**src/rtl/polar_fg_sched_pkg.sv**
```systemverilog
// polar_fg_sched_pkg: shared polar-decoder types, constants and scalar PL_F/PL_G/PL_R kernels.
// Revision: 1.0
`default_nettype none

package polar_fg_sched_pkg;

  localparam int PL_QTF_SIZE = 8;
  localparam int LLR_MAX     = 127;
  localparam int LLR_MIN     = -127;

  typedef enum logic [1:0] {
    PL_CMD_F = 2'd0,
    PL_CMD_G = 2'd1,
    PL_CMD_R = 2'd2
  } pl_cmd_e;

  typedef logic signed [PL_QTF_SIZE-1:0] llr_t;

  function automatic llr_t pl_f(input llr_t a, input llr_t b);
    llr_t ma, mb, m;
    ma = a[PL_QTF_SIZE-1] ? -a : a;
    mb = b[PL_QTF_SIZE-1] ? -b : b;
    m  = (ma < mb) ? ma : mb;
    return (a[PL_QTF_SIZE-1] ^ b[PL_QTF_SIZE-1]) ? -m : m;
  endfunction

  function automatic llr_t pl_g_sat(input llr_t a, input llr_t b, input logic u);
    logic signed [PL_QTF_SIZE:0] s;
    s = u ? ({b[PL_QTF_SIZE-1], b} - {a[PL_QTF_SIZE-1], a})
          : ({b[PL_QTF_SIZE-1], b} + {a[PL_QTF_SIZE-1], a});
    if (s > (PL_QTF_SIZE+1)'(LLR_MAX)) return llr_t'(LLR_MAX);
    if (s < (PL_QTF_SIZE+1)'(LLR_MIN)) return llr_t'(LLR_MIN);
    return s[PL_QTF_SIZE-1:0];
  endfunction

  function automatic llr_t pl_r(input llr_t a, input logic frozen);
    return {{(PL_QTF_SIZE-1){1'b0}}, ~frozen & a[PL_QTF_SIZE-1]};
  endfunction

endpackage

`default_nettype wire

```
**src/rtl/polar_fg_sched_kernel.sv**
```systemverilog
// polar_fg_kernel: combinational F / G / R node kernel for one LLR pair, width-generic.
// Revision: 1.0
`default_nettype none

module polar_fg_kernel
  import polar_fg_sched_pkg::*;
#(
  parameter int QTF_SIZE = PL_QTF_SIZE
) (
  input  logic signed [QTF_SIZE-1:0] a,
  input  logic signed [QTF_SIZE-1:0] b,
  input  logic                       u_bit,
  input  logic [1:0]                 op,
  output logic signed [QTF_SIZE-1:0] result,
  output logic                       sat
);

  localparam logic signed [QTF_SIZE:0] S_MAX = (QTF_SIZE+1)'((1 << (QTF_SIZE-1)) - 1);
  localparam logic signed [QTF_SIZE:0] S_MIN = -S_MAX;

  logic [QTF_SIZE-1:0]        mag_a, mag_b, mag;
  logic signed [QTF_SIZE-1:0] f_res, g_res, r_res;
  logic signed [QTF_SIZE:0]   sum;
  logic                       g_sat;

  always_comb begin
    // Inputs never hold the most negative code, so negation cannot overflow.
    mag_a = a[QTF_SIZE-1] ? (~a + 1'b1) : a;
    mag_b = b[QTF_SIZE-1] ? (~b + 1'b1) : b;
    mag   = (mag_a < mag_b) ? mag_a : mag_b;
    f_res = (a[QTF_SIZE-1] ^ b[QTF_SIZE-1]) ? (~mag + 1'b1) : mag;

    sum   = u_bit ? ({b[QTF_SIZE-1], b} - {a[QTF_SIZE-1], a})
                  : ({b[QTF_SIZE-1], b} + {a[QTF_SIZE-1], a});
    g_sat = 1'b1;
    if (sum > S_MAX)      g_res = S_MAX[QTF_SIZE-1:0];
    else if (sum < S_MIN) g_res = S_MIN[QTF_SIZE-1:0];
    else begin
      g_res = sum[QTF_SIZE-1:0];
      g_sat = 1'b0;
    end

    r_res = {{(QTF_SIZE-1){1'b0}}, ~u_bit & a[QTF_SIZE-1]};

    result = r_res;
    sat    = 1'b0;
    if (op == PL_CMD_F) result = f_res;
    else if (op == PL_CMD_G) begin
      result = g_res;
      sat    = g_sat;
    end
  end

endmodule

`default_nettype wire

```
**src/rtl/polar_fg_sched.sv**
```systemverilog
// polar_fg_sched: buffers 2*M LLRs and streams M F/G/R results per command (optional POLAR_SAT_CNT_EN).
// Revision: 1.0
`default_nettype none

module polar_fg_sched
  import polar_fg_sched_pkg::*;
#(
  parameter int M        = 8,
  parameter int QTF_SIZE = PL_QTF_SIZE
) (
  input  logic                clk_i,
  input  logic                rst_ni,
  input  logic                llr_valid_i,
  output logic                llr_ready_o,
  input  logic [QTF_SIZE-1:0] llr_data_i,
  input  logic                cmd_valid_i,
  output logic                cmd_ready_o,
  input  logic [1:0]          cmd_op_i,
  input  logic [M-1:0]        cmd_bits_i,
  output logic                res_valid_o,
  input  logic                res_ready_i,
  output logic [QTF_SIZE-1:0] res_data_o,
  output logic                res_last_o,
  output logic                busy_o
`ifdef POLAR_SAT_CNT_EN
  ,
  output logic [15:0]         sat_cnt_o
`endif
);

  localparam int LW = $clog2(2*M);
  localparam int RW = $clog2(M);

  localparam logic [1:0] ST_IDLE = 2'd0;
  localparam logic [1:0] ST_LOAD = 2'd1;
  localparam logic [1:0] ST_RUN  = 2'd2;

  localparam logic [QTF_SIZE-1:0] LLR_NEG  = {1'b1, {(QTF_SIZE-1){1'b0}}};
  localparam logic [QTF_SIZE-1:0] LLR_NEG1 = {1'b1, {(QTF_SIZE-2){1'b0}}, 1'b1};

  logic [1:0]                 state;
  logic                       full;
  logic [LW-1:0]              load_idx;
  logic [RW-1:0]              res_idx;
  logic                       issued_all;
  logic [1:0]                 op;
  logic [M-1:0]               bits;
  logic signed [QTF_SIZE-1:0] buffer [2*M];

  logic signed [QTF_SIZE-1:0] llr_in, k_res;
  logic                       k_sat;
  logic                       load_fire, cmd_fire, res_fire, issue;

  assign cmd_ready_o = (state == ST_IDLE) && full;
  assign llr_ready_o = ((state == ST_IDLE) || (state == ST_LOAD)) &&
                       !((state == ST_IDLE) && full && cmd_valid_i);
  assign load_fire   = llr_valid_i && llr_ready_o;
  assign cmd_fire    = cmd_valid_i && cmd_ready_o;
  assign res_fire    = res_valid_o && res_ready_i;
  assign issue       = (state == ST_RUN) && !issued_all && (!res_valid_o || res_ready_i);
  assign busy_o      = (state != ST_IDLE);
  assign llr_in      = (llr_data_i == LLR_NEG) ? LLR_NEG1 : llr_data_i;

  // Load index is always zero in IDLE, so the first word lands at index 0.
  always_ff @(posedge clk_i) begin
    if (load_fire) buffer[load_idx] <= llr_in;
  end

  polar_fg_kernel #(.QTF_SIZE(QTF_SIZE)) u_kernel (
    .a      (buffer[{1'b0, res_idx}]),
    .b      (buffer[{1'b1, res_idx}]),
    .u_bit  (bits[res_idx]),
    .op     (op),
    .result (k_res),
    .sat    (k_sat)
  );

  always_ff @(posedge clk_i or negedge rst_ni) begin
    if (!rst_ni) begin
      state       <= ST_IDLE;
      full        <= 1'b0;
      load_idx    <= '0;
      res_idx     <= '0;
      issued_all  <= 1'b0;
      op          <= 2'd0;
      bits        <= '0;
      res_valid_o <= 1'b0;
      res_data_o  <= '0;
      res_last_o  <= 1'b0;
    end else begin
      case (state)
        ST_IDLE: begin
          if (cmd_fire) begin
            op         <= cmd_op_i;
            bits       <= cmd_bits_i;
            res_idx    <= '0;
            issued_all <= 1'b0;
            state      <= ST_RUN;
          end else if (load_fire) begin
            full     <= 1'b0;
            load_idx <= load_idx + 1'b1;
            state    <= ST_LOAD;
          end
        end
        ST_LOAD: begin
          if (load_fire) begin
            if (load_idx == LW'(2*M-1)) begin
              full     <= 1'b1;
              load_idx <= '0;
              state    <= ST_IDLE;
            end else begin
              load_idx <= load_idx + 1'b1;
            end
          end
        end
        ST_RUN: begin
          if (issue) begin
            res_valid_o <= 1'b1;
            res_data_o  <= k_res;
            res_last_o  <= (res_idx == RW'(M-1));
            res_idx     <= res_idx + 1'b1;
            if (res_idx == RW'(M-1)) issued_all <= 1'b1;
          end else if (res_fire) begin
            res_valid_o <= 1'b0;
            res_last_o  <= 1'b0;
            if (res_last_o) state <= ST_IDLE;
          end
        end
        default: state <= ST_IDLE;
      endcase
    end
  end

`ifdef POLAR_SAT_CNT_EN
  logic res_sat;

  always_ff @(posedge clk_i or negedge rst_ni) begin
    if (!rst_ni) begin
      res_sat   <= 1'b0;
      sat_cnt_o <= 16'd0;
    end else begin
      if (issue) res_sat <= k_sat;
      if (cmd_fire) sat_cnt_o <= 16'd0;
      else if (res_fire && res_sat && (sat_cnt_o != 16'hFFFF)) sat_cnt_o <= sat_cnt_o + 16'd1;
    end
  end
`endif

endmodule

`default_nettype wire

```
**config.mk**
```make
export PLATFORM = sky130hd
export DESIGN_NAME = polar_fg_sched
export DESIGN_NICKNAME = d
export VERILOG_FILES = /design/src/rtl/polar_fg_sched_pkg.sv /design/src/rtl/polar_fg_sched_kernel.sv /design/src/rtl/polar_fg_sched.sv
export SDC_FILE = /design/constraint.sdc
export NUM_CORES = 1
export LEC_CHECK = 0
export ABC_AREA = 1
export BUFFER_PORTS_ARGS = -buffer_cell sky130_fd_sc_hd__buf_2
export CORE_MARGIN = 3
export CORE_UTILIZATION = 50
export CTS_CLUSTER_DIAMETER = 60
export DETAILED_ROUTE_END_ITERATION = 16
export GPL_ROUTABILITY_DRIVEN = 0
export PLACE_DENSITY = 0.79
export SYNTH_ARGS = -nofsm -noshare
export SYNTH_HDL_FRONTEND = slang
export SYNTH_HIERARCHICAL = 1
export SYNTH_SLANG_ARGS = --single-unit
```
**constraint.sdc**
```tcl
create_clock -name clk_i -period 5.5 [get_ports clk_i]
set_input_delay 1.1 -clock clk_i [delete_from_list [all_inputs] [get_ports clk_i]]
set_output_delay 1.1 -clock clk_i [all_outputs]
set_load 0.1 [all_outputs]
```
# After elaboration in Yosys (flattened, before gate mapping)
# Memories as Yosys holds them, arrays and structs flattened.
# Index checks and enable logic that the tools add are counted.
[op_classes]
n_addsub = 7
magnitude_cmp = 4
eq_ne = 17
muxes = 42
bitwise_logic = 6
reduce_logical = 26
[ops]
columns = ["op", "count"]
rows = [
  ["$mux 8", 9],
  ["$add 8x1->8 const B", 3],
  ["$not 8->8", 3],
  ["$mux 4", 4],
  ["$ne 2x2->1 const B", 8],
  ["$mux 2", 7],
  ["$mux 1", 13],
  ["$add 8x8->9", 1],
  ["$gt 9x8->1 const B", 1],
  ["$lt 9x8->1 const B", 1],
  ["$mux 9", 1],
  ["$sub 8x8->9", 1],
  ["$eq 8x8->1 const B", 1],
  ["$lt 8x8->1", 1],
  ["$pmux 4 s2", 1],
  ["$reduce_and 4->1", 2],
  ["$reduce_bool 2->1", 4],
  ["$logic_and 1x1->1", 7],
  ["$mux 3", 2],
  ["$pmux 2 s3", 1],
  ["$pmux 3 s2", 1],
  ["$reduce_and 2->1", 3],
  ["$reduce_and 6->1", 1],
  ["$reduce_and 5->1", 1],
  ["other kinds (18)", 25],
]
[totals]
register_bits = 31
ramBits = 128
in_bits = 23
out_inout_bits = 13
word_cells = 113
n_memories = 1
[mem_list]
columns = ["memory", "words", "width", "read_ports", "rd_ports_with_merged_regs", "wr", "line", "source"]
rows = [
  ["buffer", 16, 8, 2, 0, 1, "polar_fg_sched.sv:48", "logic signed [QTF_SIZE-1:0] buffer [2*M];"],
]

# Depth between registers and ports, before layout
# An unclocked memory read counts as a cell.
[logic_depth]
word_depth = 10
mapped_depth = 37

# Hierarchy
# The synthesis kept the hierarchy.
[modules_own_cells]
columns = ["module", "instances", "cells_per_inst", "area_per_inst_um2"]
rows = [
  ["polar_fg_sched", 1, 622, 6762.7],
  ["polar_fg_kernel", 1, 318, 1720.4],
]

# Worst setup path before layout
# Ideal clock, no wire load.
[synth_path]
kind = "reg2reg"
from = "register res_idx[0]"
to = "register res_data_o[6]"
arrival_time_ps = 3431
t_required_ps = 5380
slack_ps = 1949
stages_incl_launch_ff = 37
path_buffers = 3
period_less_slack_ps = 3551
path_cell_list = "dfrtp_1 > buf_4 > buf_2 > nor2_1 > nor2_1 > o21ai_0 > o21ai_0 > nand2_1 > nand2_1 > inv_1 > ha_1 > inv_1 > nor2_1 > nand3_1 > nand2_1 > nand2_1 > nand2_1 > inv_1 > ha_1 > nand2_2 > inv_1 > nand2_2 > nand3_2 > inv_2 > nand2_4 > buf_8 > nand2_2 > nand2_2 > ha_1 > nand2_2 > nor2_2 > nand3_1 > nand3_1 > nand3_1 > nand2_1 > nand2_1 > nand2_1"
[synth_via]
elab_chain_len = 10
[synth_rtl]
columns = ["item", "line", "source"]
rows = [
  ["start, declared", "polar_fg_sched.sv:44", "logic [RW-1:0] res_idx;"],
  ["start signal, assigned", "polar_fg_sched.sv:121", "res_idx <= res_idx + 1'b1;"],
  ["$mem_v2 16x8", "--", ""],
  ["$not 8->8 (on tied branches)", "polar_fg_sched_kernel.sv:28, polar_fg_sched_kernel.sv:29", ""],
  ["$add 8x1->8 (on tied branches)", "polar_fg_sched_kernel.sv:28, polar_fg_sched_kernel.sv:29", ""],
  ["$mux 8 (on tied branches)", "polar_fg_sched_kernel.sv:28, polar_fg_sched_kernel.sv:29", ""],
  ["$lt 8x8->1", "polar_fg_sched_kernel.sv:30", "mag = (mag_a < mag_b) ? mag_a : mag_b;"],
  ["$mux 8", "polar_fg_sched_kernel.sv:30", ""],
  ["$not 8->8", "polar_fg_sched_kernel.sv:31", "f_res = (a[QTF_SIZE-1] ^ b[QTF_SIZE-1]) ? (~mag + 1'b1) : mag;"],
  ["$add 8x1->8", "polar_fg_sched_kernel.sv:31", ""],
  ["$mux 8", "polar_fg_sched_kernel.sv:31", ""],
  ["$mux 8 *", "polar_fg_sched_kernel.sv:47", "if (op == PL_CMD_F) result = f_res;"],
  ["via k_res[6]", "polar_fg_sched.sv:50", "logic signed [QTF_SIZE-1:0] llr_in, k_res;"],
  ["end signal, assigned", "polar_fg_sched.sv:119", "res_data_o <= k_res;"],
  ["end, declared", "polar_fg_sched.sv:22", "output logic [QTF_SIZE-1:0] res_data_o,"],
]
# The timed path passes the listed nets; every way through them passes the cells marked *. The select of a mux whose other input is x is not followed.
# A chain may end at the register's enable or synchronous reset.

# Worst setup path in the final report
[layout_path]
from = "register res_idx[2]"
to = "register res_data_o[2]"
# Same word-level chain as after synthesis.

==> results.sh <==
export IMPL_numClockSinks=159
export IMPL_cpMostUsedCell="nand2_1"
export IMPL_die_h_um=136
export IMPL_wirelength_mm=18.7
export IMPL_insertion_delay_ps=420
export IMPL_grt_remaining_overflow=0
export IMPL_num_rows=46
export IMPL_relSlewSlack_pct=43.3
export IMPL_rsz0062_at_grt="no"
export IMPL_tritoncts="done"
export IMPL_slew_viol_final=0
export IMPL_tightest_slew_ps=847
export IMPL_cts_made_buffers=17
export IMPL_criticalPathCategory="register to register"
export IMPL_fin_skew_ps=8.63
export IMPL_die_x_um=136
export IMPL_seq_area_um2=4620
export IMPL_period_share_pct=80.2
export IMPL_cp_start_kind="register"
export IMPL_syn_to_final_growth_pct=10.1
export IMPL_n_fill_cell=1378
export IMPL_worst_path_max_fanout=20
export IMPL_post_cts_resized=0
export IMPL_instances_no_fill=1184
export IMPL_cp_arrival_ps=4780
export IMPL_path_clk_slew_ps=60
export IMPL_vias_per_cell=5.37
export IMPL_whs_ps=476
export IMPL_cts_hold_buffers=0
export IMPL_max_cap_viol_count=0
export IMPL_dp_cells=1152
export IMPL_required_ps=5860
export IMPL_core_area_um2=16200
export IMPL_routedWlPerCell_um=15.8
export IMPL_status="finished, final reports clean"
export IMPL_cts_htree_levels=4
export IMPL_grtUsageTotal_pct=21.0
export IMPL_setup_tns_ps=0
export IMPL_synth_cell_area_um2=8480
export IMPL_vias=6358
export IMPL_antenna_cells=0
export IMPL_drt_first_pass_iters=5
export IMPL_ant_nets=0
export IMPL_syn_avg_cell_area_um2=9.03
export IMPL_hpwlAfterDp_mm=12.5
export IMPL_antenna_found_initial=0
export IMPL_worstPathCellList="clkinv_1, nand2_1, nand2_1, inv_1, ha_1, nand4_2, nand3_1, nand2_1, ha_1, nand2_2, inv_1, nand2_2, nand3_2, inv_2, nand2_4, nand2_2, nand2_2, ha_1, o21ai_0, nand2_1, o211ai_1, nand2_1, nand2_1"
export IMPL_drive_gt1_share_pct=13.1
export IMPL_finalSetupViolCount=0
export IMPL_grt_pass1_vias=6045
export IMPL_cts_root_buf="clkbuf_16"
export IMPL_dieArea_um2=18600
export IMPL_crit_path_top_delay_cell="dfrtp_1"
export IMPL_multi_input_area_um2=3320
export IMPL_grt_first_pass_wirelength_mm=30.0
export IMPL_initial_core_util_pct=52.2
export IMPL_syn_inst=939
export IMPL_io_pins=36
export IMPL_cp_end_kind="register"
export IMPL_ys_warn_count=6
export IMPL_synth_fp_nets=989
export IMPL_drc_errors=0
export IMPL_timing_fmax_mhz=227
export IMPL_ctsLongestPathBuffers=2
export IMPL_post_cts_buffers=0
export IMPL_grt_max_degree=72
export IMPL_period_minus_slack_ps=4410
export IMPL_crit_path_max_incr_delay_ps=730
export IMPL_nets=1005
export IMPL_first_iter_violations=544
export IMPL_portBuffers=35
export IMPL_min_path_type="register to register"
export IMPL_hold_viol=0
## metal layers
layer	share of wire [%]	vias to the layer above	wire length, µm	track usage [%]
met5	0	-	0	0
met4	2.3	0	429	8.40
met3	4.8	35	902	4.33
met2	49	183	9200	34.3
met1	44	2992	8190	27.5
li1	-	3148	-	-
## cell usage in the layout, fill, tap and decap left out, types with 4 or more instances in the layout
master	instances
dfrtp_1	29
nand2_2	20
edfxtp_1	128
buf_2	35
nand3_1	44
nor2_1	138
a21oi_1	13
o21ai_1	23
nand2_4	5
nor2_4	4
o21ai_0	117
nor2_2	5
inv_2	5
clkbuf_16	17
clkinv_1	4
nand4_1	8
ha_1	26
inv_1	72
nand2_1	222
nand3b_1	5
## layout make-up
type | instances | share of cell area, %
multi-input combinational | 659 | 35.5
clock buffer | 18 | 4.60
tap | 216 | 2.89
timing repair buffer | 39 | 2.47
sequential | 159 | 49.5
inverter | 79 | 3.26
clock inverter | 14 | 1.77
## worst max-delay path, delay by kind of cell, from the launching register on
family | cells | cell delay, ps
adder cells (fa/ha/maj) | 3 | 870
AO/OA/AOI/OAI | 2 | 370
buffers and inverters | 4 | 900
flip-flops | 1 | 730
AND/OR/NAND/NOR | 14 | 1460
## worst paths after layout
check | from | endpoint | slack (ps) | cells past startpoint
max | res_idx[2]$_DFFE_PN0P_ | res_data_o[2]$_DFFE_PN0N_ | 1090 | 23
min in group asynchronous | rst_ni | res_data_o[2]$_DFFE_PN0N_ | 720 | 1
max reg2reg | res_idx[2]$_DFFE_PN0P_ | res_data_o[2]$_DFFE_PN0N_ | 1090 | 23
min reg2reg | res_data_o[3]$_DFFE_PN0N_ | res_data_o[3]$_DFFE_PN0N_ | 480 | 2
max in group asynchronous | rst_ni | res_idx[0]$_DFFE_PN0P_ | 4290 | 1
min | res_data_o[3]$_DFFE_PN0N_ | res_data_o[3]$_DFFE_PN0N_ | 480 | 2
## flip-flops by register name, indices dropped and copies added, names as in the netlist
signal,flops
full,1
state,2
op,2
bits,8
load_idx,4
res_idx,3
res_last_o,1
res_data_o,8
buffer,128
issued_all,1
res_valid_o,1
## through the flow
stage                     worst slack (ps)  utilization (%)  instance area, µm²
after floorplan                       1950                -                8480
after global placement                1270             53.9                8740
after detailed placement              1110             53.9                8740
after CTS                             1080             57.5                9340
after global routing                   577             57.5                9340
final                                 1090             57.5                9340
Power is not shown: default switching activity piles up to over one toggle a cycle in this logic, so the estimate is an artifact.
